**src/rtl/sr_cmd_pkg.sv**
```systemverilog
// Shared encodings for the SR command sequencer: command ops, FSM states,
// and the helper that sizes the shared phase counter.
package sr_cmd_pkg;

  localparam logic [1:0] OP_NOP    = 2'b00;
  localparam logic [1:0] OP_SET    = 2'b01;
  localparam logic [1:0] OP_RESET  = 2'b10;
  localparam logic [1:0] OP_TOGGLE = 2'b11;

  typedef enum logic [1:0] {
    ST_IDLE  = 2'd0,
    ST_DRIVE = 2'd1,
    ST_GAP   = 2'd2
  } state_e;

  // The counter must hold PULSE_W-1 and GAP_W-1; a floor of 2 keeps it at least 1 bit wide.
  function automatic int calc_cnt_w(input int pulse_w, input int gap_w);
    int m;
    m = 2;
    if (pulse_w > m) m = pulse_w;
    if (gap_w > m) m = gap_w;
    return $clog2(m);
  endfunction

endpackage

```
**src/rtl/sr_pulse_timer.sv**
```systemverilog
// Loadable down-counter shared by the DRIVE and GAP phases of the sequencer.
// Load wins over enable; the count holds at zero.
module sr_pulse_timer #(
  parameter int W = 2
) (
  input  logic         clk_i,
  input  logic         rst_i,
  input  logic         load_i,
  input  logic [W-1:0] load_val_i,
  input  logic         en_i,
  output logic         zero_o
);

  logic [W-1:0] cnt_q;

  always_ff @(posedge clk_i or posedge rst_i) begin
    if (rst_i) begin
      cnt_q <= '0;
    end else if (load_i) begin
      cnt_q <= load_val_i;
    end else if (en_i && (cnt_q != '0)) begin
      cnt_q <= cnt_q - 1'b1;
    end
  end

  assign zero_o = (cnt_q == '0);

endmodule

```
**src/rtl/sr_cmd_sequencer.sv**
```systemverilog
// Command stage for the JK-based SR flip-flop: turns set/reset/toggle/nop commands
// into timed, mutually exclusive s/r pulses. Optional drive counter: SR_CMD_STATS_EN.
module sr_cmd_sequencer
  import sr_cmd_pkg::*;
#(
  parameter int PULSE_W = 1,
  parameter int GAP_W   = 2
) (
  input  logic       clk,
  input  logic       rst,
  input  logic       cmd_valid,
  input  logic [1:0] cmd_op,
  output logic       cmd_ready,
  output logic       s,
  output logic       r,
  output logic       q_shadow,
`ifdef SR_CMD_STATS_EN
  output logic [7:0] drive_cnt,
`endif
  output logic       busy
);

  localparam int CNT_W = calc_cnt_w(PULSE_W, GAP_W);
  localparam logic [CNT_W-1:0] PULSE_LD = CNT_W'(PULSE_W - 1);
  localparam logic [CNT_W-1:0] GAP_LD   = (GAP_W > 0) ? CNT_W'(GAP_W - 1) : '0;

  state_e           state_q;
  logic             s_q;
  logic             r_q;
  logic             shadow_q;
  logic             tgt_q;
  logic             start;
  logic             set_sel;
  logic             tmr_load;
  logic [CNT_W-1:0] tmr_val;
  logic             tmr_en;
  logic             tmr_zero;

  assign cmd_ready = (state_q == ST_IDLE) && !rst;
  assign start     = cmd_valid && cmd_ready && (cmd_op != OP_NOP);
  // Toggle resolves against the shadow so the flip-flop never sees s=r=1.
  assign set_sel   = (cmd_op == OP_SET) || ((cmd_op == OP_TOGGLE) && !shadow_q);

  always_comb begin
    tmr_load = 1'b0;
    tmr_val  = '0;
    tmr_en   = 1'b0;
    unique case (state_q)
      ST_IDLE: begin
        if (start) begin
          tmr_load = 1'b1;
          tmr_val  = PULSE_LD;
        end
      end
      ST_DRIVE: begin
        if (tmr_zero) begin
          if (GAP_W > 0) begin
            tmr_load = 1'b1;
            tmr_val  = GAP_LD;
          end
        end else begin
          tmr_en = 1'b1;
        end
      end
      ST_GAP:  tmr_en = 1'b1;
      default: ;
    endcase
  end

  sr_pulse_timer #(.W(CNT_W)) u_timer (
    .clk_i      (clk),
    .rst_i      (rst),
    .load_i     (tmr_load),
    .load_val_i (tmr_val),
    .en_i       (tmr_en),
    .zero_o     (tmr_zero)
  );

  always_ff @(posedge clk or posedge rst) begin
    if (rst) begin
      state_q  <= ST_IDLE;
      s_q      <= 1'b0;
      r_q      <= 1'b0;
      shadow_q <= 1'b0;
      tgt_q    <= 1'b0;
    end else begin
      unique case (state_q)
        ST_IDLE: begin
          if (start) begin
            state_q <= ST_DRIVE;
            s_q     <= set_sel;
            r_q     <= !set_sel;
            tgt_q   <= set_sel;
          end
        end
        ST_DRIVE: begin
          if (tmr_zero) begin
            s_q      <= 1'b0;
            r_q      <= 1'b0;
            shadow_q <= tgt_q;
            state_q  <= (GAP_W > 0) ? ST_GAP : ST_IDLE;
          end
        end
        ST_GAP: begin
          if (tmr_zero) state_q <= ST_IDLE;
        end
        default: state_q <= ST_IDLE;
      endcase
    end
  end

  assign s        = s_q;
  assign r        = r_q;
  assign q_shadow = shadow_q;
  assign busy     = (state_q != ST_IDLE);

`ifdef SR_CMD_STATS_EN
  logic [7:0] drive_cnt_q;
  logic [7:0] drive_cnt_d;

  always_comb begin
    drive_cnt_d = drive_cnt_q;
    if (start && (drive_cnt_q != 8'hFF)) drive_cnt_d = drive_cnt_q + 8'd1;
  end

  always_ff @(posedge clk or posedge rst) begin
    if (rst) drive_cnt_q <= 8'h00;
    else     drive_cnt_q <= drive_cnt_d;
  end

  assign drive_cnt = drive_cnt_q;
`endif

endmodule
```
**config.mk**
```make
export PLATFORM = sky130hd
export DESIGN_NAME = sr_cmd_sequencer
export DESIGN_NICKNAME = d
export VERILOG_FILES = /design/src/rtl/sr_cmd_pkg.sv /design/src/rtl/sr_pulse_timer.sv /design/src/rtl/sr_cmd_sequencer.sv
export SDC_FILE = /design/constraint.sdc
export NUM_CORES = 1
export LEC_CHECK = 0
export BUFFER_PORTS_ARGS = -buffer_cell sky130_fd_sc_hd__buf_2
export CORE_AREA = 8 8 45 47
export CTS_CLUSTER_DIAMETER = 150
export DETAILED_ROUTE_END_ITERATION = 6
export DIE_AREA = 0 0 53 55
export GPL_ROUTABILITY_DRIVEN = 0
export PLACE_DENSITY = 0.52
export SYNTH_ARGS = -nofsm -noshare
export SYNTH_HDL_FRONTEND = slang
export SYNTH_SLANG_ARGS = --single-unit
```
**constraint.sdc**
```tcl
create_clock -name clk -period 1.6 [get_ports clk]
set_clock_uncertainty 0.05 [all_clocks]
set_input_delay 0.16 -clock clk [delete_from_list [all_inputs] [get_ports clk]]
set_output_delay 0.16 -clock clk [all_outputs]
set_load 0.02 [all_outputs]
```
==> results.txt <==
- The flow ran to the end, and the final reports show no timing, DRC or antenna violations.
* Final worst-path cycle share: 0.948
- Total of endpoints with negative setup slack in the final report: 0
- In this run the core area contains 14 standard-cell rows.
* Launch instance of the worst min-delay path: cmd_valid
- Placeable Area: 1380 µm²
- The final layout contains routed wiring with a total length of 1100 µm.
* Number of hold violations in the final report: 0
* Placement Setup Slack: 0.0923 ns
- The routed design could run at a clock period as short as 1.52 ns.
* Wire length of the first global-routing pass: 1940 µm
- Derived from the worst setup path, the maximum achievable clock frequency is 659 MHz.
- Max-cap violations in this run came to 0.
- Avg WL per Cell: 12.7 µm
* Met3 track demand over resource: 0.0294
- The area growth from synthesis to layout is 32.1%.
- For the final routed database, the setup TNS stands at 0 ns.
- STA puts the critical path data arrival time at 1.31 ns.
- Largest buffer count on any clock path: 2
* Ratio of total power to cell area: 1880 nW/µm²
- The floorplan step set the die width to 53 µm.
* Fraction of layout instances using a drive strength above 1: 0.366
- Counting flops and latches in the post-synthesis netlist gives 7.
- For this run, global-route usage on met2 was measured as 0.158.
- M1 GR Usage: 0.0923
- The global routing stage identified its most utilized layer as met2.
- Once detail routing completed, the nets flagged for antenna violations numbered 0.
* Nature of the critical path startpoint: flip-flop
- Data required, critical path: 1.39 ns
- Setup repair after global routing could not meet its margin everywhere.
* Top FF cell, synth: sky130_fd_sc_hd__dfrtp_1
- Sequential cell area fraction in the yosys report: 0.374
- Die extent in y: 55 µm
- The synthesized design contains 0 enable-type register cells.
- The initial antenna violation count is 0.
- Insertion delay to the later sink of the worst-skew pair: 0.26 ns
- TritonCTS built the clock tree.
* Hold-critical path endpoint: state_q[1]$_DFFE_PP0P_
- Counting flops with an async set or reset pin after synthesis yields a share of 1.00.
- Final hold analysis gives a worst-case slack of 0.255 ns.
* Depth of the CTS H-tree: 1
- In this run the clock root is driven by a sky130_fd_sc_hd__clkbuf_4.
* Leak Pwr: 0.310 nW
- Reg clk slew, reported paths: 0.06 ns
* Count of pins on the block boundary: 10
* Total global routing overflow: 0
- Dpl cell area: 578 µm²
- Mapped cell area: 468 µm²
* Worst hold path class: in -> reg
* Max IR drop VDD: 0.829 mV
- After detailed routing, the number of remaining DRC violations is 0.
* Post-synth net total: 60
* Register-to-Register Path Depth: 6
* Count of cell types in the netlist: 22
* Die footprint: 2920 µm²
- Worst-path fanout max: 6
- Port Buf Inserts: 9
- After the last flow step, the layout net total stands at 81.
- Total half-perimeter wirelength after legalization and detailed placement: 917 µm
- Detailed Routing Iterations Pass 1: 4
- Worst setup path startpoint: state_q[1]$_DFFE_PP0P_
- In this run, the number of DRC markers left after iteration 0 of detailed routing was 5.
* Number of slew-limit violations in the final report: 0
* Post-Syn Instances: 51
* Starting density of the core: 0.338
- The number of antenna diodes in the final layout is 0.
- Count of synthesis-stage warnings from yosys: 0
- Clock tree sinks: 7
* Slew at the pin closest to its max-slew limit: 0.284 ns
- Relative slew slack: 0.811
- Largest net degree at the start of global routing: 8
* Register-to-register setup slack: 0.09 ns
* Number of CTS-inserted buffers: 3
* Element type at the critical path end: output port
- In the routed layout, each cell is associated on average with a via count of 5.06.
- Total routing usage reported by global routing: 0.0933
- Counting instances, the worst hold path has a depth of 4.
* Final Util: 0.447
- The worst register-to-register path begins at state_q[1]$_DFFE_PP0P_.
* Number of global-route vias before repair: 459
* Type of the setup path with the least slack: reg -> out
- The endpoint identified for the worst register-to-register timing path is state_q[0]$_DFFE_PP0P_.
* Via Count: 440
- Min setup slack post-route: 0.0829 ns
* Post-route cell area: 618 µm²
- After synthesis, the mean cell area works out to 9.18 µm².
-- cell usage after synthesis, types with 2 or more instances --
cell / number / area [µm²]
sky130_fd_sc_hd__dfrtp_1: 7 / 175
sky130_fd_sc_hd__inv_1: 5 / 18.8
sky130_fd_sc_hd__nand2_1: 5 / 18.8
sky130_fd_sc_hd__o211ai_1: 5 / 37.5
sky130_fd_sc_hd__o21ai_0: 5 / 25.0
sky130_fd_sc_hd__ha_1: 4 / 50.1
sky130_fd_sc_hd__nor2_1: 3 / 11.3
sky130_fd_sc_hd__nand2b_2: 2 / 17.5
sky130_fd_sc_hd__nand3_1: 2 / 10.0
-- power breakdown --
group / leakage [nW] / internal [mW] / switching (mW)
Sequential: 0.0882 / 0.262 / 0.0585
Clock: 0.0177 / 0.0918 / 0.0744
Combinational: 0.204 / 0.313 / 0.365
Total: 0.310 / 0.667 / 0.498
-- routing by layer --
metal	vias to the layer above	part of all wire
met5	-	0
met4	0	0.031
met2	10	0.49
li1	220	-
met3	5	0.037
met1	205	0.44
-- flip-flops by register name (all words and copies together) (netlist names) --
signal,flops
state_q,2
q_shadow,1
r,1
s,1
tgt_q,1
u_timer.cnt_q,1
-- worst max-delay path, cell delays in order (launching register included) --
cell,delay [ns]
sky130_fd_sc_hd__dfrtp_1,0.37
sky130_fd_sc_hd__inv_1,0.11
sky130_fd_sc_hd__ha_2,0.25
sky130_fd_sc_hd__inv_1,0.08
sky130_fd_sc_hd__nor2_1,0.08
sky130_fd_sc_hd__buf_2,0.16
-- placed cells by master, fill, tap and decap left out, types with 2 or more instances in the layout --
cell type / netlist / final
sky130_fd_sc_hd__dfrtp_1: 7 / 7
sky130_fd_sc_hd__nor2_1: 3 / 3
sky130_fd_sc_hd__o211ai_1: 5 / 5
sky130_fd_sc_hd__inv_1: 5 / 5
sky130_fd_sc_hd__buf_4: 1 / 7
sky130_fd_sc_hd__clkbuf_4: 0 / 3
sky130_fd_sc_hd__nand2_1: 5 / 5
sky130_fd_sc_hd__nand3_1: 2 / 2
sky130_fd_sc_hd__ha_1: 4 / 3
sky130_fd_sc_hd__buf_2: 0 / 9
sky130_fd_sc_hd__o21ai_0: 5 / 5
sky130_fd_sc_hd__nand2b_2: 2 / 2
-- cell families after synthesis --
group	share of synthesized area
DFF	0.374
adders and majority gates	0.107
buffers and inverters	0.0562
and+or+nand+nor	0.241
AOI/OAI and AO/OA	0.222
-- layout make-up --
cell class | count | area, µm²
Inverter | 5 | 18.8
Fill cell | 141 | 766
Tap cell | 16 | 20.0
Clock buffer | 3 | 22.5
Timing Repair Buffer | 17 | 108
Multi-Input combinational cell | 38 | 269
Clock inverter | 1 | 5.00
Sequential cell | 7 | 175
-- how the worst max path moves through the flow --
stage | endpoint | slack [ns] | cells past startpoint
global placement | state_q[0]$_DFFE_PP0P_ | 0.09 | 6
floorplan | r$_DFFE_PP0P_ | 0.08 | 6
finish | cmd_ready | 0.08 | 5
CTS | cmd_ready | 0.003 | 5
global route | cmd_ready | -0.04 | 5
detailed placement | state_q[0]$_DFFE_PP0P_ | 0.09 | 6
-- metrics by stage --
step                cells  power (mW)
finish                 87        1.16
global route           87        1.28
CTS                    87        1.18
detailed placement     82        1.00
global placement       82        1.00
floorplan              51       0.754
-- repair_timing --
action                     4_1_cts  5_1_grt
setup endpoints to repair        0        6
gates resized for setup          0        1
hold buffers                     1        0
setup buffers                    0        0
hold endpoints to repair         7        0
(Power assumes the default switching activity.)
